==> src/rtl/lsu_mem_sequencer_if.sv <==
// lsu_mem_sequencer_if: bundles the issue, data-memory and writeback signal groups of the sequencer.
// Latency: none (wiring only).
// Backpressure: in_valid/in_ready on issue, mem_req held until mem_ack on memory, wb has no stall.
// Ports: master = the sequencer (drives in_ready, mem_*, wb_*, busy); slave = surrounding pipeline/memory.
interface lsu_mem_sequencer_if #(
  parameter int TAG_W = 5
);
  // control
  logic             flush;
  logic             busy;
  // issue side
  logic             in_valid;
  logic             in_ready;
  logic             in_is_load;
  logic             in_is_store;
  logic             in_is_byte;
  logic             in_is_word;
  logic [31:0]      in_addr;
  logic [31:0]      in_wdata;
  logic [TAG_W-1:0] in_tag;
  // data memory side
  logic             mem_req;
  logic             mem_we;
  logic [3:0]       mem_be;
  logic [31:0]      mem_addr;
  logic [31:0]      mem_wdata;
  logic             mem_ack;
  logic [31:0]      mem_rdata;
  // writeback side
  logic             wb_valid;
  logic [TAG_W-1:0] wb_tag;
  logic [31:0]      wb_data;
  logic             wb_err;

  modport master (
    input  flush,
    output busy,
    input  in_valid, in_is_load, in_is_store, in_is_byte, in_is_word, in_addr, in_wdata, in_tag,
    output in_ready,
    output mem_req, mem_we, mem_be, mem_addr, mem_wdata,
    input  mem_ack, mem_rdata,
    output wb_valid, wb_tag, wb_data, wb_err
  );

  modport slave (
    output flush,
    input  busy,
    output in_valid, in_is_load, in_is_store, in_is_byte, in_is_word, in_addr, in_wdata, in_tag,
    input  in_ready,
    input  mem_req, mem_we, mem_be, mem_addr, mem_wdata,
    output mem_ack, mem_rdata,
    input  wb_valid, wb_tag, wb_data, wb_err
  );
endinterface

==> src/rtl/lsu_mem_sequencer.sv <==
// lsu_mem_sequencer: in-order load/store sequencer between issue and a single-ported data memory.
// Latency: push -> mem_req next cycle; wb_valid the cycle after mem_ack (3 cycles minimum per op).
// Backpressure: in_ready drops while the DEPTH-entry queue is full; mem_req is held until mem_ack.
// Ports: clk, rst (sync, active-high); bus (master modport) with flush/busy, issue, memory and wb groups.
// TAG_W must match the TAG_W of the connected interface instance.
module lsu_mem_sequencer #(
  parameter int DEPTH = 4,
  parameter int TAG_W = 5
) (
  input  logic                clk,
  input  logic                rst,
  lsu_mem_sequencer_if.master bus
);

  localparam int               PTR_W    = (DEPTH > 1) ? $clog2(DEPTH) : 1;
  localparam int               CNT_W    = $clog2(DEPTH + 1);
  localparam logic [CNT_W-1:0] CNT_FULL = CNT_W'(DEPTH);

  typedef struct packed {
    logic             is_load;
    logic             is_store;
    logic             is_byte;
    logic             is_word;
    logic [31:0]      addr;
    logic [31:0]      wdata;
    logic [TAG_W-1:0] tag;
  } op_t;

  typedef enum logic [1:0] {
    S_IDLE,
    S_REQ,
    S_WB
  } state_t;

  op_t              fifo_mem [DEPTH];
  logic [PTR_W-1:0] wr_ptr;
  logic [PTR_W-1:0] rd_ptr;
  logic [CNT_W-1:0] count;

  state_t           state;
  // Set when the op on the bus was flushed; its completion is then swallowed.
  logic             discard;
  logic [1:0]       lane_q;
  logic             byte_q;
  logic             load_q;

  op_t              in_op;
  op_t              head;
  logic             queue_empty;
  logic             head_legal;
  logic             push;
  logic             pop;
  logic [7:0]       rd_byte;
  logic [31:0]      load_result;

  assign in_op = '{
    is_load:  bus.in_is_load,
    is_store: bus.in_is_store,
    is_byte:  bus.in_is_byte,
    is_word:  bus.in_is_word,
    addr:     bus.in_addr,
    wdata:    bus.in_wdata,
    tag:      bus.in_tag
  };

  assign head        = fifo_mem[rd_ptr];
  assign queue_empty = (count == '0);
  assign bus.in_ready = (count != CNT_FULL);
  assign bus.busy     = !queue_empty || (state != S_IDLE);

  // Exactly one kind, exactly one width, and words must be naturally aligned.
  assign head_legal = (head.is_load ^ head.is_store) &&
                      (head.is_byte ^ head.is_word) &&
                      (!head.is_word || (head.addr[1:0] == 2'b00));

  // A flush empties the queue outright, so nothing is pushed or popped that cycle.
  // A discarded op was already removed by its flush and must not pop a newer entry.
  assign push = bus.in_valid && bus.in_ready && !bus.flush;
  assign pop  = !bus.flush &&
                (((state == S_IDLE) && !queue_empty && !head_legal) ||
                 ((state == S_REQ) && bus.mem_ack && !discard));

  assign rd_byte = bus.mem_rdata[{lane_q, 3'b000} +: 8];

  always_comb begin
    load_result = 32'h0;
    if (load_q) begin
      load_result = byte_q ? {{24{rd_byte[7]}}, rd_byte} : bus.mem_rdata;
    end
  end

  // Queue storage carries no reset; validity is tracked by count.
  always_ff @(posedge clk) begin
    if (push) begin
      fifo_mem[wr_ptr] <= in_op;
    end
  end

  always_ff @(posedge clk) begin
    if (rst || bus.flush) begin
      wr_ptr <= '0;
      rd_ptr <= '0;
      count  <= '0;
    end else begin
      if (push) begin
        wr_ptr <= wr_ptr + PTR_W'(1);
      end
      if (pop) begin
        rd_ptr <= rd_ptr + PTR_W'(1);
      end
      if (push && !pop) begin
        count <= count + CNT_W'(1);
      end else if (!push && pop) begin
        count <= count - CNT_W'(1);
      end
    end
  end

  always_ff @(posedge clk) begin
    if (rst) begin
      state         <= S_IDLE;
      discard       <= 1'b0;
      lane_q        <= 2'b00;
      byte_q        <= 1'b0;
      load_q        <= 1'b0;
      bus.mem_req   <= 1'b0;
      bus.mem_we    <= 1'b0;
      bus.mem_be    <= 4'b0000;
      bus.mem_addr  <= 32'h0;
      bus.mem_wdata <= 32'h0;
      bus.wb_valid  <= 1'b0;
      bus.wb_tag    <= '0;
      bus.wb_data   <= 32'h0;
      bus.wb_err    <= 1'b0;
    end else begin
      case (state)
        S_IDLE: begin
          bus.wb_valid <= 1'b0;
          if (!bus.flush && !queue_empty) begin
            bus.wb_tag <= head.tag;
            if (head_legal) begin
              state         <= S_REQ;
              bus.mem_req   <= 1'b1;
              bus.mem_we    <= head.is_store;
              bus.mem_be    <= head.is_byte ? (4'b0001 << head.addr[1:0]) : 4'b1111;
              bus.mem_addr  <= {head.addr[31:2], 2'b00};
              bus.mem_wdata <= head.is_byte ? {4{head.wdata[7:0]}} : head.wdata;
              lane_q        <= head.addr[1:0];
              byte_q        <= head.is_byte;
              load_q        <= head.is_load;
            end else begin
              // Illegal op retires straight away without touching memory.
              state        <= S_WB;
              bus.wb_valid <= 1'b1;
              bus.wb_data  <= 32'h0;
              bus.wb_err   <= 1'b1;
            end
          end
        end

        S_REQ: begin
          // The bus transaction always runs to its ack, even across a flush.
          if (bus.flush) begin
            discard <= 1'b1;
          end
          if (bus.mem_ack) begin
            bus.mem_req <= 1'b0;
            discard     <= 1'b0;
            if (discard || bus.flush) begin
              state <= S_IDLE;
            end else begin
              state        <= S_WB;
              bus.wb_valid <= 1'b1;
              bus.wb_data  <= load_result;
              bus.wb_err   <= 1'b0;
            end
          end
        end

        S_WB: begin
          bus.wb_valid <= 1'b0;
          state        <= S_IDLE;
        end

        default: begin
          state <= S_IDLE;
        end
      endcase
    end
  end

endmodule

==> src/flat_wrapper.sv <==
// flat-port wrapper written by rule: the top's interface ports become plain ports
module lsu_mem_sequencer_flat 
#(
  parameter int DEPTH = 4,
  parameter int TAG_W = 5
)
  (clk, rst, bus_flush, bus_busy, bus_in_valid, bus_in_is_load, bus_in_is_store, bus_in_is_byte, bus_in_is_word, bus_in_addr, bus_in_wdata, bus_in_tag, bus_in_ready, bus_mem_req, bus_mem_we, bus_mem_be, bus_mem_addr, bus_mem_wdata, bus_mem_ack, bus_mem_rdata, bus_wb_valid, bus_wb_tag, bus_wb_data, bus_wb_err);
  lsu_mem_sequencer_if #(.TAG_W(TAG_W)) bus_i ();
  input  logic clk;
  input  logic rst;
  input wire logic [$bits(bus_i.flush)-1:0] bus_flush;
  output wire logic [$bits(bus_i.busy)-1:0] bus_busy;
  input wire logic [$bits(bus_i.in_valid)-1:0] bus_in_valid;
  input wire logic [$bits(bus_i.in_is_load)-1:0] bus_in_is_load;
  input wire logic [$bits(bus_i.in_is_store)-1:0] bus_in_is_store;
  input wire logic [$bits(bus_i.in_is_byte)-1:0] bus_in_is_byte;
  input wire logic [$bits(bus_i.in_is_word)-1:0] bus_in_is_word;
  input wire logic [$bits(bus_i.in_addr)-1:0] bus_in_addr;
  input wire logic [$bits(bus_i.in_wdata)-1:0] bus_in_wdata;
  input wire logic [$bits(bus_i.in_tag)-1:0] bus_in_tag;
  output wire logic [$bits(bus_i.in_ready)-1:0] bus_in_ready;
  output wire logic [$bits(bus_i.mem_req)-1:0] bus_mem_req;
  output wire logic [$bits(bus_i.mem_we)-1:0] bus_mem_we;
  output wire logic [$bits(bus_i.mem_be)-1:0] bus_mem_be;
  output wire logic [$bits(bus_i.mem_addr)-1:0] bus_mem_addr;
  output wire logic [$bits(bus_i.mem_wdata)-1:0] bus_mem_wdata;
  input wire logic [$bits(bus_i.mem_ack)-1:0] bus_mem_ack;
  input wire logic [$bits(bus_i.mem_rdata)-1:0] bus_mem_rdata;
  output wire logic [$bits(bus_i.wb_valid)-1:0] bus_wb_valid;
  output wire logic [$bits(bus_i.wb_tag)-1:0] bus_wb_tag;
  output wire logic [$bits(bus_i.wb_data)-1:0] bus_wb_data;
  output wire logic [$bits(bus_i.wb_err)-1:0] bus_wb_err;
  assign bus_i.flush = bus_flush;
  assign bus_busy = bus_i.busy;
  assign bus_i.in_valid = bus_in_valid;
  assign bus_i.in_is_load = bus_in_is_load;
  assign bus_i.in_is_store = bus_in_is_store;
  assign bus_i.in_is_byte = bus_in_is_byte;
  assign bus_i.in_is_word = bus_in_is_word;
  assign bus_i.in_addr = bus_in_addr;
  assign bus_i.in_wdata = bus_in_wdata;
  assign bus_i.in_tag = bus_in_tag;
  assign bus_in_ready = bus_i.in_ready;
  assign bus_mem_req = bus_i.mem_req;
  assign bus_mem_we = bus_i.mem_we;
  assign bus_mem_be = bus_i.mem_be;
  assign bus_mem_addr = bus_i.mem_addr;
  assign bus_mem_wdata = bus_i.mem_wdata;
  assign bus_i.mem_ack = bus_mem_ack;
  assign bus_i.mem_rdata = bus_mem_rdata;
  assign bus_wb_valid = bus_i.wb_valid;
  assign bus_wb_tag = bus_i.wb_tag;
  assign bus_wb_data = bus_i.wb_data;
  assign bus_wb_err = bus_i.wb_err;
  lsu_mem_sequencer #(.DEPTH(DEPTH), .TAG_W(TAG_W)) u_core (.clk(clk), .rst(rst), .bus(bus_i));
endmodule
==> config.mk <==
export PLATFORM = sky130hd
export DESIGN_NAME = lsu_mem_sequencer_flat
export DESIGN_NICKNAME = d
export VERILOG_FILES = /design/src/rtl/lsu_mem_sequencer_if.sv /design/src/rtl/lsu_mem_sequencer.sv /design/src/flat_wrapper.sv
export SDC_FILE = /design/constraint.sdc
export NUM_CORES = 1
export LEC_CHECK = 0
export ABC_AREA = 1
export CAP_MARGIN = 10
export CORE_MARGIN = 4
export CORE_UTILIZATION = 39
export DETAILED_ROUTE_END_ITERATION = 12
export PLACE_DENSITY = 0.58
export SYNTH_ARGS = -nofsm -noshare
export SYNTH_HDL_FRONTEND = slang
export SYNTH_SLANG_ARGS = --single-unit
==> constraint.sdc <==
create_clock -name clk -period 7.1 [get_ports clk]
set_input_delay 1.42 -clock clk [delete_from_list [all_inputs] [get_ports clk]]
set_output_delay 1.42 -clock clk [all_outputs]
set_load 0.03 [all_outputs]
# After elaboration in Yosys (flattened, before gate mapping)

Memories as Yosys holds them, arrays and structs flattened. A register that Yosys moved wholly into a read port is not among the register bits.
Index checks and enable logic that the tools add are counted.

Register bits: 121
Bits in writable memories: 292
Input bits: 110
Output and inout bits: 111
Logic and storage cells: 109
Memories: 1

Add/sub/neg operators: 4
Eq/ne operators: 8
Shift-type cells: 2
Multiplexer cells: 36
Bitwise logic cells: 2
Reduce and logical (&&, ||, !) cells: 39

Memories:

| memory          | depth | width | read ports | clocked after memory_dff | wr ports | RTL line                | text |
|---|---|---|---|---|---|---|---|
| u_core.fifo_mem | 4     | 73    | 1          | 1                        | 1        | lsu_mem_sequencer.sv:35 | `op_t fifo_mem [DEPTH];` |

Operator list:

| operator                                                          | number |
|---|---|
| 32-bit two-way mux                                                | 7 |
| 32-bit one-hot mux with 2 select lines                            | 1 |
| 32-bit by 6-bit variable part select with 8-bit output            | 1 |
| 1-bit two-way mux                                                 | 15 |
| 1-bit logical AND                                                 | 12 |
| 2-bit two-way mux                                                 | 6 |
| 2-bit != test, second input constant                              | 4 |
| 2-bit nonzero test                                                | 4 |
| 1-bit zero test                                                   | 7 |
| 3-bit two-way mux                                                 | 2 |
| 2-bit AND reduction                                               | 3 |
| 3-bit AND reduction                                               | 2 |
| 1-bit logical OR                                                  | 5 |
| 5-bit AND reduction                                               | 1 |
| 2-bit by 1-bit adder with 2-bit output, second input constant     | 2 |
| 2-bit zero test                                                   | 2 |
| 4-bit two-way mux                                                 | 1 |
| 1-bit one-hot mux with 2 select lines                             | 2 |
| 2-bit one-hot mux with 2 select lines                             | 1 |
| 4-bit AND reduction                                               | 1 |
| 1-bit by 2-bit left shift with 4-bit output, first input constant | 1 |
| 3-bit by 1-bit adder with 3-bit output, second input constant     | 1 |
| 3-bit zero test                                                   | 1 |
| 3-bit != test, second input constant                              | 1 |
| other kinds (7)                                                   | 8 |

# Depth between registers and ports, before layout

Gate-level depths: netlist of run 1.

Depth in word-level cells: 10
Mapped depth: 20

# Worst setup path after synthesis of run 1

No wires, ideal clock.

Path kind: input -> register
From: in bus_in_valid
To: mem u_core.fifo_mem[0][0] in the netlist's numbering, enable pin
Data arrival time: 4.778 ns
Required time: 6.596 ns
Setup slack: 1.818 ns
Cell stages on the path: 4
Buffers on the path: 0
Cell sequence: nand2_1 > nor2_1 > inv_1 > nor2_1

Cells in the longest elaborated chain, start to end: 4

Ends and longest elaborated chain:

| element                                 | RTL line                | text |
|---|---|---|
| from (decl)                             | flat_wrapper.sv:13      | `input wire logic [$bits(bus_i.in_valid)-1:0] bus_in_valid;` |
| 1-bit logical AND (2 in series)         | lsu_mem_sequencer.sv:78 | `assign push = bus.in_valid && bus.in_ready && !bus.flush;` |
| via u_core.push                         | lsu_mem_sequencer.sv:51 | `logic push;` |
| 1-bit two-way mux                       | lsu_mem_sequencer.sv:94 | `if (push) begin` |
| 1-bit two-way mux (implied by the code) | lsu_mem_sequencer.sv:95 | `fifo_mem[wr_ptr] <= in_op;` |
| to (decl)                               | lsu_mem_sequencer.sv:35 |  |

The timed path passes the listed nets, and every way through them passes these cells.

==> results of run 1 <==
-- power by group --
| group | leakage [nW] | internal, mW | switching [mW] |
|---|---|---|---|
| combinational | 2.99 | 0.274 | 0.476 |
| clock | 0.708 | 1.35 | 0.911 |
| sequential | 3.65 | 2.69 | 0.0536 |
-- placed cells by master, fill, tap and decap left out, types with 7 or more instances in the layout --
master           synthesis  final
buf_4                    4     15
inv_1                   32     32
o22ai_1                 67     67
clkbuf_1                65     10
clkbuf_8                 0     10
ha_1                     8      8
a21oi_1                 53     53
o21ai_1                 64     64
dfxtp_1                123    121
o21ai_0                206    206
clkinv_1                 2      7
edfxtp_1               292    292
nand2_1                170    170
nor2_1                 353    349
clkbuf_16                0     45
nand3_1                 26     26
clkdlybuf4s50_1          0    218
-- critical path, stage by stage (launching register included) --
cell and delay (ns):
dfxtp_2 0.79, inv_2 0.51, nand3_1 0.24, nand2_2 0.39, nand2_1 0.18, nand2_1 0.08
inv_2 0.05, nand3_2 0.16, nor2_4 0.84, buf_4 0.55, o21ai_0 0.15, nor2_1 0.12
-- stage by stage --
stage / setup WS (ns) / power [mW] / cells
finish: 2.943 / 5.757 / 2271
floorplan: 1.818 / 3.250 / 1518
detailed placement: 2.515 / 3.554 / 2189
global placement: 2.602 / 3.547 / 2189
CTS: 2.810 / 5.824 / 2270
global route: 2.471 / 5.999 / 2270
-- final timing paths --
check	endpoint	slack (ns)	cells after the start
setup / recovery	u_core.bus.mem_addr[5]	2.94	11
hold / removal	u_core.bus.wb_data[4]	0.47	2
setup reg to reg	u_core.bus.mem_addr[5]	2.94	11
hold reg to reg	u_core.bus.wb_data[4]	0.47	2
-- registers in the layout, summed over array words and instances, names as in the netlist, 2 cells and up, named ones only --
name / count
u_core.bus.wb_tag: 5
u_core.rd_ptr: 2
u_core.state: 2
u_core.bus.mem_wdata: 32
u_core.fifo_mem: 292
u_core.bus.wb_data: 32
u_core.bus.mem_be: 4
u_core.bus.mem_addr: 30
u_core.lane_q: 2
u_core.count: 3
u_core.wr_ptr: 2
-- metal layers --
metal,vias up,share of wire,GRT usage,wire (um)
li1,5653,-,-,-
met1,5562,0.43,0.2425,18430
met2,360,0.49,0.3154,21030
met3,61,0.069,0.04382,2983
met4,6,0.019,0.05087,810
met5,-,0.00090,0,39
-- logic make-up after synthesis --
group	Yosys count	synth area share
AO/OA/AOI/OAI	397	0.1285
flip-flops	415	0.6902
adder cells (fa/ha/maj)	9	0.007383
other	1	0.0002305
AND/OR/NAND/NOR	560	0.1347
buffers and inverters	135	0.03891
-- layout make-up --
| class | count | area, um2 |
|---|---|---|
| clock inverter | 14 | 123.9 |
| multi-input combinational | 968 | 4441 |
| antenna | 1 | 2.502 |
| clock buffer | 67 | 1314 |
| fill | 3746 | 20780 |
| timing repair buffer | 233 | 2295 |
| inverter | 41 | 157.7 |
| tap | 532 | 665.6 |
| sequential | 415 | 11240 |
==> flow_metrics.tcl, run 1 <==
set metrics [dict create \
    dr.pass1.iters 5 \
    slew_violations 0 \
    drive_gt1_frac 0.06099 \
    worst_clock_skew_ns 0.01512 \
    core-area_um2 41020 \
    detail-route-antenna-nets 0 \
    synth_cell_type_count 34 \
    clock_latency_ns 0.56 \
    placed_area_um2 18790 \
    clk_pin_slew_ns 0.06 \
    ys_seq_area_frac 0.6902 \
    yosysTopAreaCell "edfxtp_1" \
    rsz0062_at_grt "no" \
    finalHoldViolCount 0 \
    p_per_area_nw_per_um2 284.5 \
    start_kind "register" \
    wl_per_cell_um 19.06 \
    place.gp.congestion 0.8765 \
    final_util 0.4933 \
    crit_fanout 41 \
    min_path_type "reg -> reg" \
    ys_warn_count 0 \
    yosys-top-cells-area "edfxtp_1 54%, dfxtp_1 15%, nor2_1 8.1%" \
    p_leak_nw 7.351 \
    nets 1822 \
    die_area_um2 45050 \
    rows 74 \
    criticalPathCategory "reg -> reg" \
    drt-total-wl_um 43290 \
    end_kind "register" \
    design_area_um2 20230 \
    die_x_um 212.3 \
    cts_buffer_depth 3 \
    start_util 0.3967 \
    synthCells 1517 \
    hp-start "u_core.bus.wb_data[4]" \
    relSlewSlack 0.2994 \
    drt_iter0_markers 886 \
    hold_ws_ns 0.4666 \
    tightest_slew_ns 1.048 \
    cts_tree "done" \
    cts_inserted_buffers 44 \
    area_delta_synth_final_pct 24.36 \
    min_period_over_period 0.5855 \
    io_pins 221 \
    setup_viol 0 \
    grt_pass1_wl_um 66060 \
    worstPathRequired_ns 7.59 \
    hpwlAfterDp_um 26230 \
    maxCapViolCount 0 \
    avgSynthCellArea_um2 10.73 \
    grt_pass1_vias 11370 \
    outcome "finished, final reports clean" \
    cts_sinks 415 \
    synth.most_common_cell "nor2_1" \
    numPortBuffers 218 \
    hold_buffers 0 \
    cp.arrival_ns 4.65 \
    synth_edf_count 292 \
    grt_start_max_net_pins 91 \
    synth_top_flop_cell "edfxtp_1" \
    vias_per_cell 5.126 \
    final.setup.tns_ns 0 \
    overflow 0 \
    post_cts_buffers 0 \
    fp.dieH_um 212.3 \
    cts_root_buf "clkbuf_16" \
    synth-async-reset-ratio 0 \
    cts_resized 0 \
    ys_seq_elements 415 \
    max-vdd-ir-drop_uv 176.2 \
    drc 0 \
    period_needed_ns 4.157 \
    htree_levels 2 \
    grt_use_total 0.1864 \
    vias 11640 \
    antenna_found_initial 4 \
    ys_top_cells_by_count "353 x nor2_1, 292 x edfxtp_1, 206 x o21ai_0" \
    synth_top_area_frac 0.5389 \
    fmax_mhz 240.6 \
    syn_area_um2 16270 \
]
(Power assumes the default switching activity.)
==> inputs of run 2 (changes only) <==
PLACE_DENSITY = 0.6   (was 0.58)
clock period = 3.5 ns   (was 7.1 ns; I/O delays follow)
==> run 2 against run 1 <==
Against the previous run: hold slack worse by 0.0012 ns; global-route usage barely moved; largest power group unchanged; critical path depth rose by 6; cell count rose by 1.0%; clock-buffer cell count is 13 higher; clock power grew 100%.
==> flow_metrics.tcl, run 2 (synthesis results as in run 1) <==
set metrics [dict create \
    period_needed_ns 2.881 \
    fp.dieH_um 212.3 \
    vias_per_cell 5.151 \
    p_leak_nw 7.502 \
    n_fill_cell 3697 \
    clk_pin_slew_ns 0.06 \
    final_common_cell "nor2_1" \
    maxCapViolCount 0 \
    path_cells "inv_4 -> nand2_1 -> nand3_1 -> nand2_1 -> nand2_1 -> nand2_1 -> nand3_2 -> nand2_1 -> nand2_1 -> nand2_1 -> ha_1 -> inv_1 -> fa_1 -> o21bai_1 -> a21oi_1 -> o21ai_0 -> a21oi_1" \
    drc 0 \
    cts_buffer_depth 3 \
    tightest_slew_ns 0.9169 \
    grt_pass1_vias 11590 \
    crit_slowest_cell "dfxtp_4" \
    worst-path-buf-inv 2 \
    placed_area_um2 19120 \
    worstPathRequired_ns 3.94 \
    cts_sinks 415 \
    switchingPower_mw 2.946 \
    top_register "u_core.fifo_mem" \
    cp.arrival_ns 3.32 \
    finalHoldViolCount 0 \
    hold_buffers 0 \
    max-vdd-ir-drop_uv 443.3 \
    layout_common_cells "349 x nor2_1, 292 x edfxtp_1, 218 x clkdlybuf4s50_1" \
    wl_per_cell_um 18.87 \
    worst_clock_skew_ns 0.02007 \
    design_area_um2 20590 \
    p_per_area_nw_per_um2 570.0 \
    start_kind "register" \
    area_delta_synth_final_pct 26.53 \
    detail-route-antenna-nets 0 \
    cp_common_cell "nand2_1" \
    criticalPathCategory "reg -> reg" \
    antenna_found_initial 2 \
    core-area_um2 41020 \
    rows 74 \
    crit_fanout 33 \
    cts_root_buf "clkbuf_16" \
    nets 1843 \
    drt_iter0_markers 1011 \
    slowest_delay_ns 0.46 \
    top_regs "u_core.fifo_mem (292), u_core.bus.mem_wdata (32), u_core.bus.wb_data (32)" \
    cts_tree "done" \
    relSlewSlack 0.3878 \
    overflow 0 \
    seqPwrFrac 0.474 \
    clock_latency_ns 0.57 \
    min_period_over_period 0.8230 \
    dr.pass1.iters 6 \
    grt_use_total 0.1863 \
    rsz0062_at_grt "no" \
    end_kind "register" \
    cp_top_family "simple AND/OR/NAND/NOR gates" \
    outcome "finished, final reports clean" \
    p_clk_frac 0.393 \
    place.gp.congestion 0.8491 \
    die_area_um2 45050 \
    switching_share 0.2511 \
    setup_viol 0 \
    fmax_mhz 347.2 \
    final.setup.tns_ns 0 \
    combPwrFrac 0.133 \
    htree_levels 2 \
    cts_inserted_buffers 45 \
    numPortBuffers 218 \
    hold_ws_ns 0.4654 \
    min_path_type "reg -> reg" \
    grt_start_max_net_pins 93 \
    grt_pass1_wl_um 65850 \
    slew_violations 0 \
    largest_reg_flops 292 \
    vias 11820 \
    hpwlAfterDp_um 27260 \
    p_int_mw 8.788 \
    power_mw 11.73 \
    drt-total-wl_um 43300 \
    die_x_um 212.3 \
    post_cts_buffers 0 \
    cts_resized 0 \
    io_pins 221 \
    start_util 0.3967 \
    drive_gt1_frac 0.07041 \
]
## run 2: cell count changes in the layout (fill, tap and decap cells not counted), moves of 2 or more
cell,previous run,this run
buf_12,0,14
buf_4,15,21
bufinv_16,2,0
clkbuf_1,10,20
clkbuf_16,45,47
clkinv_1,7,2
clkinv_2,5,2
inv_6,2,0
## run 2: worst min-delay path: stages, from the launching register on
cell and delay (ns):
dfxtp_1 0.31, nand2_1 0.06, a21oi_1 0.05
## run 2: power groups by stage
stage	Sequential, mW	Clock [mW]	Combinational (mW)
5_1_grt	5.58	4.94	1.69
2_1_floorplan	5.91	0	0.682
4_1_cts	5.56	4.73	1.57
3_5_place_dp	5.67	0	1.57
3_3_place_gp	5.66	0	1.55
6_report	5.56	4.61	1.56
## run 2: worst paths after layout
path / from / end / slack, ns / depth (start not counted)
setup / recovery: register / u_core.count[2] / 0.62 / 17
hold / removal: u_core.bus.mem_req / u_core.bus.mem_req / 0.47 / 2
setup reg to reg: register / u_core.count[2] / 0.62 / 17
hold reg to reg: u_core.bus.mem_req / u_core.bus.mem_req / 0.47 / 2
## run 2: layout make-up
class | count | area (um2) | area share
timing repair buffer | 253 | 2620 | 0.1273
clock buffer | 80 | 1418 | 0.06886
multi-input combinational | 968 | 4441 | 0.2157
antenna | 1 | 2.502 | 0.0001216
inverter | 41 | 157.7 | 0.007658
sequential | 415 | 11240 | 0.5458
tap | 532 | 665.6 | 0.03233
clock inverter | 4 | 47.55 | 0.002309
## run 2: metrics by stage
| step | setup WS (ns) | utilization | instances |
|---|---|---|---|
| finish | 0.6195 | 0.5019 | 2294 |
| detailed placement | 0.2894 | 0.4661 | 2209 |
| global placement | 0.3304 | 0.4661 | 2209 |
| floorplan | -1.089 | - | 1518 |
| CTS | 0.5688 | 0.5019 | 2293 |
| global route | 0.2822 | 0.5019 | 2294 |
## run 2: layer usage
metal | global-route usage | wire length, um | vias to the layer above
met2 | 0.3204 | 21060 | 339
met4 | 0.05886 | 1125 | 2
met5 | 0 | 8 | -
met1 | 0.2408 | 18710 | 5699
li1 | - | - | 5709
met3 | 0.03364 | 2399 | 67
==> inputs of run 3 (changes only) <==
clock period = 2.6 ns   (was 3.5 ns; I/O delays follow)
==> run 3 against run 2 <==
Against the previous run: combinational power is 39% higher; critical path depth is 9 lower; power up 33%; largest power group unchanged; cell count grew 0.52%; clock power grew 30%; first-iteration DRC count decreased by 1.8%; non-clock buffer count is 17 higher; register-to-register slack worse by 0.44 ns; critical endpoint is now u_core.bus.mem_wdata[23].
==> flow_metrics.tcl, run 3 (synthesis results as in run 1) <==
set metrics [dict create \
    setup_viol 0 \
    rsz0062_at_grt "no" \
    cts_inserted_buffers 43 \
    detail-route-antenna-nets 0 \
    cts_sinks 415 \
    start_kind "register" \
    clock_latency_ns 0.55 \
    top_register "u_core.fifo_mem" \
    slowest_delay_ns 0.65 \
    place.gp.congestion 0.8430 \
    rows 74 \
    cp.arrival_ns 2.91 \
    worst-path-buf-inv 2 \
    fp.dieH_um 212.3 \
    hpwlAfterDp_um 27190 \
    drc 0 \
    layout_common_cells "349 x nor2_1, 292 x edfxtp_1, 217 x clkdlybuf4s50_1" \
    criticalPathCategory "reg -> reg" \
    grt_use_total 0.1835 \
    n_fill_cell 3638 \
    fmax_mhz 413.4 \
    htree_levels 2 \
    grt_pass1_wl_um 64870 \
    path_cells "buf_12 -> buf_4 -> o21ai_0 -> o22ai_1 -> nand2_1 -> nand2_1 -> nor2_1 -> nor2_1" \
    hold_depth 2 \
    min_period_over_period 0.9303 \
    final.setup.tns_ns 0 \
    grt_start_max_net_pins 87 \
    reg2reg_depth 8 \
    slew_violations 0 \
    p_leak_nw 7.548 \
    dr.pass1.iters 6 \
    p_per_area_nw_per_um2 758.2 \
    core-area_um2 41020 \
    cts_tree "done" \
    finalHoldViolCount 0 \
    grt_pass1_vias 11620 \
    regArea_um2 11240 \
    p_clk_frac 0.384 \
    cts_root_buf "clkbuf_16" \
    hold_buffers 0 \
    p_int_mw 11.73 \
    cts_buffer_depth 3 \
    seqPwrFrac 0.478 \
    rrSetupSlack_ns 0.18 \
    start_util 0.3967 \
    largest_reg_flops 292 \
    drt_iter0_markers 993 \
    die_area_um2 45050 \
    min_path_type "reg -> reg" \
    worst_clock_skew_ns 0.02944 \
    power_mw 15.66 \
    area_delta_synth_final_pct 26.95 \
    holdPathEnd "u_core.bus.mem_req" \
    end_kind "register" \
    relSlewSlack 0.4128 \
    overflow 0 \
    dp.cells 2224 \
    antenna_found_initial 5 \
    drt-total-wl_um 42540 \
    switchingPower_mw 3.936 \
    combPwrFrac 0.139 \
    die_x_um 212.3 \
    outcome "finished, final reports clean" \
    tightest_slew_ns 0.8807 \
    switching_share 0.2513 \
    max-vdd-ir-drop_uv 487.6 \
    cp_top_family "buffers and inverters" \
    crit_fanout 86 \
    crit_slowest_cell "buf_4" \
    maxCapViolCount 0 \
    nets 1858 \
    io_pins 221 \
    period_needed_ns 2.419 \
    top_regs "u_core.fifo_mem (292), u_core.bus.mem_wdata (32), u_core.bus.wb_data (32)" \
    clk_pin_slew_ns 0.06 \
    hp-start "u_core.bus.mem_req" \
    numPortBuffers 218 \
    final_common_cell "nor2_1" \
    stdcell_count 2306 \
    wl_per_cell_um 18.45 \
    drive_gt1_frac 0.07901 \
    timing.rr.end "u_core.bus.mem_wdata[23]" \
    vias 11740 \
    vias_per_cell 5.089 \
    worstPathRequired_ns 3.09 \
    multi_input_area_um2 4449 \
]
-- run 3: changes by cell type in the layout (fill, tap and decap cells not counted), moves of 2 or more --
cell and change:
clkbuf_8 -8, clkbuf_4 -2, clkinv_2 +5, clkinvlp_4 +2, bufinv_16 +2, clkinv_1 +4
clkbuf_1 -7, buf_4 +17
-- run 3: what timing repair did --
item	CTS	global route
resized for setup	1	6
pin swaps	0	2
setup buffers	0	2
endpoints found under the setup margin	1	2
-- run 3: worst min-delay path: cells and delay by family, from the launching register on --
family           cells  cell delay (ns)
flip-flops           1             0.31
AND/OR/NAND/NOR      1             0.06
AO/OA/AOI/OAI        1             0.05
-- run 3: how the worst max path moves through the flow --
stage                               end  slack (ns)  depth (start not counted)
2_1_floorplan     u_core.fifo_mem[0][0]       -0.79                          6
3_3_place_gp            u_core.count[2]        0.08                         12
3_5_place_dp            u_core.count[1]        0.05                         15
4_1_cts                 u_core.count[2]        0.06                         17
5_1_grt                 u_core.count[2]       0.009                         17
6_report       u_core.bus.mem_wdata[23]        0.18                          8
-- run 3: final cells by class --
class | count | area share
clock inverters | 16 | 0.007390
repair buffers | 270 | 0.1330
flip-flops and latches | 415 | 0.5439
clock buffers | 62 | 0.06009
multi-input cells | 968 | 0.2154
diodes | 2 | 0.0002423
inverters | 41 | 0.007753
well taps | 532 | 0.03222
-- run 3: per-layer routing --
layer	part of all wire	wire [um]	GRT usage	up-vias
li1	-	-	-	5734
met1	0.43	18500	0.2447	5578
met2	0.48	20500	0.3074	345
met3	0.059	2504	0.03409	72
met4	0.023	996	0.05642	6
met5	0.0011	45	0	-
-- run 3: power by group through the flow --
stage | registers, mW | clock network, mW | logic (mW)
after global routing | 7.51 | 6.44 | 2.36
after global placement | 7.62 | 0 | 2.14
after CTS | 7.49 | 6.15 | 2.17
after floorplan | 7.95 | 0 | 0.919
final | 7.48 | 6.01 | 2.17
after detailed placement | 7.63 | 0 | 2.17
-- run 3: per-stage QoR --
stage	utilization	instance area (um2)	setup WS (ns)	hold slack [ns]
after floorplan	-	16280	-0.7888	0.4355
after CTS	0.5025	20610	0.05571	0.4632
final	0.5036	20660	0.1811	0.4605
after global placement	0.4686	19220	0.08091	0.4530
after detailed placement	0.4686	19220	0.05387	0.4537
after global routing	0.5036	20660	0.008794	0.4813
==> variant 1, RTL diff (flow settings as in run 2) <==
Encoding of `state_t`: now one-hot (3 bits for 3 states).
--- a/src/rtl/lsu_mem_sequencer.sv
+++ b/src/rtl/lsu_mem_sequencer.sv
@@ -26,10 +26,10 @@
     logic [TAG_W-1:0] tag;
   } op_t;
 
-  typedef enum logic [1:0] {
-    S_IDLE,
-    S_REQ,
-    S_WB
+  typedef enum logic [2:0] {
+    S_IDLE = 3'b001,
+    S_REQ  = 3'b010,
+    S_WB   = 3'b100
   } state_t;
 
   op_t              fifo_mem [DEPTH];
Behaviour: no difference found for any inputs over 4 cycles, from zero or initial values and one cycle with rst high; so few cycles prove little.
==> variant 1 against run 2 <==
Final area up 0.73%. Synthesized cell count up 3.6%. Final cell count grew 2.0%. Setup slack better by 0.0087 ns. Clock skew is 0.0043 ns higher. Critical endpoint is now u_core.count[1]$_SDFFE_PP0P_. Routed wire length fell by 0.54%. Global-route usage is 0.056 points lower. Maximum frequency grew 0.30%. Sequential cell count up 1. Area after synthesis grew 1.2%.
Power is not compared: it rests on default switching activity, and its combinational part moved more than twofold at a synthesized area within 25%.
==> variant 1: results (changes against run 2) <==
** Placement
- Placement Cell Area :: 19200 um2 (+0.57%)
- The half-perimeter wire length of the detailed placement result is 26.6 mm (-2.5%).
- Port Buffer Count :: 218 (unchanged)
- Final Wtd Congestion :: 0.821 (-3.3%)

** Critical path
- Crit-path slowest cell :: fa_1
- Peak per-stage delay on the critical path :: 0.54 ns (+0.08 ns)
- Worst setup endpoint :: u_core.count[1]$_SDFFE_PP0P_
- Crit path max fanout :: 23 (-30%)
- Path depth of the worst reg2reg path :: 17 (unchanged)
- The arrival time at the worst endpoint is 3.33 ns (about the same).
- The setup path with the least slack is of type register to register.

** Routing
- The total met2 wirelength after detailed routing is 20.4 mm (-3.1%).
- The initial detailed-routing violation count came to 972 (-3.9%).
- The count of TritonRoute iterations in the first routing pass was 5 (-1).
- The average via count per standard cell came to 5.10 (-0.97%).
- The post-route met1 wirelength is 18.6 mm (-0.43%).
- The total met3 wirelength after detailed routing came to 2.85 mm (+19%).
- Detailed Route WL :: 43.1 mm (-0.54%)

** Global route
- Maximum number of pins on one net before global-route repair :: 89 (-4.3%)
- The global-route wire length before repair came to 66.3 mm (+0.66%).
- The initial antenna violation count is 6 (+4).
- Number of global-route vias before repair :: 11700 (+1.0%)
- After global routing, the most crowded layer is met2.
- The met3 usage in global routing came to 4.16% (+0.79 points).
- Met2 Track Usage GR :: 31.0% (-1.1 points)
- Total global routing track utilization :: 18.6% (-0.056 points)
- The met1 global-route usage was 24.3% (+0.20 points).

** Outcome
- Run status :: complete, no violations

** Clock network
- The number of cells upsized or downsized after cts is 0 (unchanged).
- The tree is rooted in a clkbuf_16.
- The clock buffer count from CTS was 44 (-2.2%).
- Clk Latency, worst-skew pair :: 0.58 ns
- The number of buffers inserted by post-CTS setup repair is 0 (unchanged).

** Synthesis
- The number of enable-type register cells in the synthesized netlist is 292 (unchanged).
- Ranked by total cell area, the synthesized netlist is headed by edfxtp_1 53%, dfxtp_1 15%, nor2_1 7.5%.
- Most frequent cells after synthesis :: 327 x nor2_1, 292 x edfxtp_1, 237 x nand2_1
- The sequential-to-total area share from yosys stat is 68.3% (-0.69 points).
- Unique masters post-synth :: 31 (-8.8%)
- The per-instance average area after synthesis was 10.5 um2 (-2.4%).

** Finish
- The number of antenna repair diodes was 0 (-1).
- Post-layout instance count excluding filler cells :: 2340 (+2.0%)
- Final-layout fill cell count :: 3798 (+2.7%)
- In the final layout, the registers with the most flip-flops are u_core.fifo_mem x292, u_core.bus.mem_wdata x32, u_core.bus.wb_data x32.
- The number of nets in the layout came to 1881 (+2.1%).
- Fraction of layout cells with a size suffix above 1 :: 7.27% (+0.23 points)

** Min path
- Cell depth of the worst min-delay path :: 2 (unchanged)
- The worst hold path begins at u_core.discard$_SDFFE_PP0P_.
- Hold endpoint :: u_core.discard$_SDFFE_PP0P_

** STA
- The setup skew after layout was 0.0243 ns (+0.00427 ns).
- Actual slew at the worst max-slew pin :: 0.938 ns (+0.0209 ns)
-- variant 1: cell count changes after synthesis, sizes merged, moves of 5 or more --
cell / delta
o22ai: -5
nand2: +65
nor2: -27
a21oi: +13
inv: +6
buf: +12
o21ai: -34
nand3: +26
-- variant 1: layout make-up --
cell class / count / area (um2) / share of cell area [%]
Tap cell: 539 / 674 / 3.25
Clock inverter: 20 / 230 / 1.11
Timing Repair Buffer: 250 / 2550 / 12.3
Inverter: 47 / 180 / 0.869
Multi-Input combinational cell: 1006 / 4570 / 22.0
Sequential cell: 416 / 11300 / 54.3
Clock buffer: 62 / 1280 / 6.17
-- variant 1: stage by stage --
stage	hold slack (ns)	worst slack [ns]
finish	0.467	0.628
global route	0.500	0.392
CTS	0.466	0.610
detailed placement	0.457	0.443
global placement	0.459	0.451
floorplan	0.441	-1.10
-- variant 1: cells by family after synthesis --
group	share of synthesized area, %
and+or+nand+nor	14.8
DFF	68.3
AOI/OAI and AO/OA	12.2
buffers and inverters	4.19
adders and majority gates	0.502
other	0.0228
==> variant 2, RTL diff (config.mk and constraints of run 2) <==
Without the edit above. `DEPTH` is set to 4 in 2 places; all go to 8.
--- a/src/rtl/lsu_mem_sequencer.sv
+++ b/src/rtl/lsu_mem_sequencer.sv
@@ -4,7 +4,7 @@
 // Ports: clk, rst (sync, active-high); bus (master modport) with flush/busy, issue, memory and wb groups.
 // TAG_W must match the TAG_W of the connected interface instance.
 module lsu_mem_sequencer #(
-  parameter int DEPTH = 4,
+  parameter int DEPTH = 8,
   parameter int TAG_W = 5
 ) (
   input  logic                clk,
--- a/src/flat_wrapper.sv
+++ b/src/flat_wrapper.sv
@@ -1,7 +1,7 @@
 // flat-port wrapper written by rule: the top's interface ports become plain ports
 module lsu_mem_sequencer_flat 
 #(
-  parameter int DEPTH = 4,
+  parameter int DEPTH = 8,
   parameter int TAG_W = 5
 )
   (clk, rst, bus_flush, bus_busy, bus_in_valid, bus_in_is_load, bus_in_is_store, bus_in_is_byte, bus_in_is_word, bus_in_addr, bus_in_wdata, bus_in_tag, bus_in_ready, bus_mem_req, bus_mem_we, bus_mem_be, bus_mem_addr, bus_mem_wdata, bus_mem_ack, bus_mem_rdata, bus_wb_valid, bus_wb_tag, bus_wb_data, bus_wb_err);
Function: no difference found for any inputs over 4 cycles, from zero or initial values and one cycle with rst high; that may be too few to reach the edited logic, so the function may still have changed.
==> variant 2 against run 2 <==
Setup slack got worse by 0.26 ns. Routed wire length increased by 78%. Global-route usage increased by 0.78 points. Utilization decreased by 2.5 points. Maximum frequency decreased by 8.1%. Final area increased by 66%. Sequential cell count increased by 296. Total power increased by 70%. Area after synthesis increased by 74%. First-iteration DRC count increased by 78%. Sequential share of layout area increased by 4.1 points. Largest cell class unchanged.
==> variant 2: results (changes against run 2) <==
** Outcome
- The flow ran to the end, and the final reports show no timing, DRC or antenna violations.

** Min path
- Hold endpoint :: u_core.bus.wb_data[6]$_SDFFE_PP0P_

** Synthesis
- The number of unique standard cell types used by synthesis came to 38 (+12%).
- The count of mapped cells out of synthesis was 2561 (+69%).
- The number of enable-type register cells in the synthesized netlist came to 584 (+100%).
- Top cells by area, synth :: edfxtp_1 62%, nand2_1 11%, dfxtp_1 9.0%
- The sequential-to-total area share from yosys stat is 70.9% (+1.9 points).
- The commonest cells after synthesis are 841 x nand2_1, 584 x edfxtp_1, 294 x nand3_1.
- Post-Synth XOR/XNOR Area :: 0.0618% (+0.062 points)

** Routing
- The count of TritonRoute iterations in the first routing pass is 8 (+2).
- The average via count per standard cell came to 5.25 (+1.9%).
- Total number of vias :: 19800 (+67%)
- The initial detailed-routing violation count is 1798 (+78%).

** Global route
- The global-route wire length before repair is 117 mm (+77%).
- Number of global-route vias before repair :: 19000 (+64%)
- Maximum number of pins on one net before global-route repair :: 107 (+15%)
- The aggregate global-route resource usage came to 19.4% (+0.78 points).
- Initial antenna violation count :: 12 (+10)

** STA
- The setup skew after layout came to 0.0279 ns (+0.00783 ns).
- Max-slew headroom :: 22.2% (-17 points)
- The share of the cycle needed by the critical path after routing came to 89.6% (+7.3 points).
- Hold WS :: 0.462 ns (-0.00335 ns)

** Placement
- The setup slack after placement is 0.140 ns (-0.150 ns).
- The instance count after placement with tap cells included is 3627 (+64%).
- The global placement routability congestion came to 0.874 (+2.9%).
- Detailed-placement wirelength estimate :: 46.1 mm (+69%)

** Critical path
- R2R Path End :: u_core.count[3]$_SDFFE_PP0P_
- Flop2flop setup slack :: 0.36 ns (-0.26 ns)
- The maximum cell stage delay along the critical path was 0.49 ns (+0.03 ns).
- Crit path max fanout :: 15 (-55%)
- The number of cells on the worst reg-to-reg path was 21 (+4).

** Clock network
- The maximum level of the CTS H-tree was 3 (+1).
- Clk Latency, worst-skew pair :: 0.62 ns (+0.05 ns)
- The clock buffer count from CTS came to 72 (+60%).

** Finish
- The number of nets in the layout came to 2871 (+56%).
- The layout cell share with drive strength beyond 1 was 7.19% (+0.15 points).
- The largest registers in the layout are u_core.fifo_mem x584, u_core.bus.mem_wdata x32, u_core.bus.wb_data x32.

** Power and ir drop
- The leakage power is 12.2 nW (+62%).
variant 2: cell count changes after synthesis, moves of 100 or more:
cell,before,now
o21ai_0,206,89
nand3_1,26,294
nand2_1,170,841
a21oi_1,53,153
edfxtp_1,292,584
nor2_1,353,83
variant 2: final cells by class:
cell class	instances	area, um2
clock inverters	30	429
clock buffers	102	2020
diodes	4	10.0
fillers	6384	37500
repair buffers	279	2840
inverters	80	310
well taps	950	1190
multi-input cells	1608	7330
flip-flops and latches	711	20100
variant 2: kinds of logic after synthesis:
kind of cell               Yosys count
buffers and inverters              243
other                                1
AOI/OAI and AO/OA                  357
DFF                                711
and+or+nand+nor                   1238
xor gates and xnor gates             2
adders and majority gates            9
variant 2: per-layer routing:
metal | vias to the layer above | part of all wire (%) | track usage [%]
li1 | 9342 | - | -
met1 | 9571 | 44 | 27.3
met2 | 710 | 46 | 30.6
met3 | 126 | 7.3 | 3.91
met4 | 16 | 2.3 | 5.92
met5 | - | 0.13 | 0
variant 2: worst max path at each step:
stage / endpoint
after global placement: u_core.count[3]$_SDFFE_PP0P_
final: u_core.count[3]$_SDFFE_PP0P_
after detailed placement: u_core.count[3]$_SDFFE_PP0P_
after floorplan: u_core.fifo_mem[1][0]$_DFFE_PP_
after global routing: u_core.count[3]$_SDFFE_PP0P_
after CTS: u_core.count[3]$_SDFFE_PP0P_
variant 2: worst max-delay path: cells and delay by family (launching register included):
kind | cells | cell delay, ns
AOI/OAI and AO/OA | 3 | 0.40
adders and majority gates | 2 | 0.53
buffers and inverters | 2 | 0.30
DFF | 1 | 0.49
and+or+nand+nor | 14 | 1.29
variant 2: metrics by stage:
step | util [%] | area (um2) | TNS, ns
2_1_floorplan | - | 28400 | -352.79
3_3_place_gp | 44.3 | 31700 | 0
3_5_place_dp | 44.3 | 31700 | 0
4_1_cts | 47.7 | 34200 | 0
5_1_grt | 47.7 | 34200 | 0
6_report | 47.7 | 34200 | 0
variant 2: where the power goes:
group	switching, W	internal [W]	total, W
clock network	0.00321	0.00473	0.00794
registers	0.0000834	0.00928	0.00937
logic	0.00179	0.000814	0.00260
total	0.00508	0.0148	0.0199
variant 2: what timing repair did:
| action | in CTS | in global routing |
|---|---|---|
| setup buffers | 0 | 1 |
| resized for setup | 0 | 1 |
| endpoints found under the setup margin | 0 | 1 |
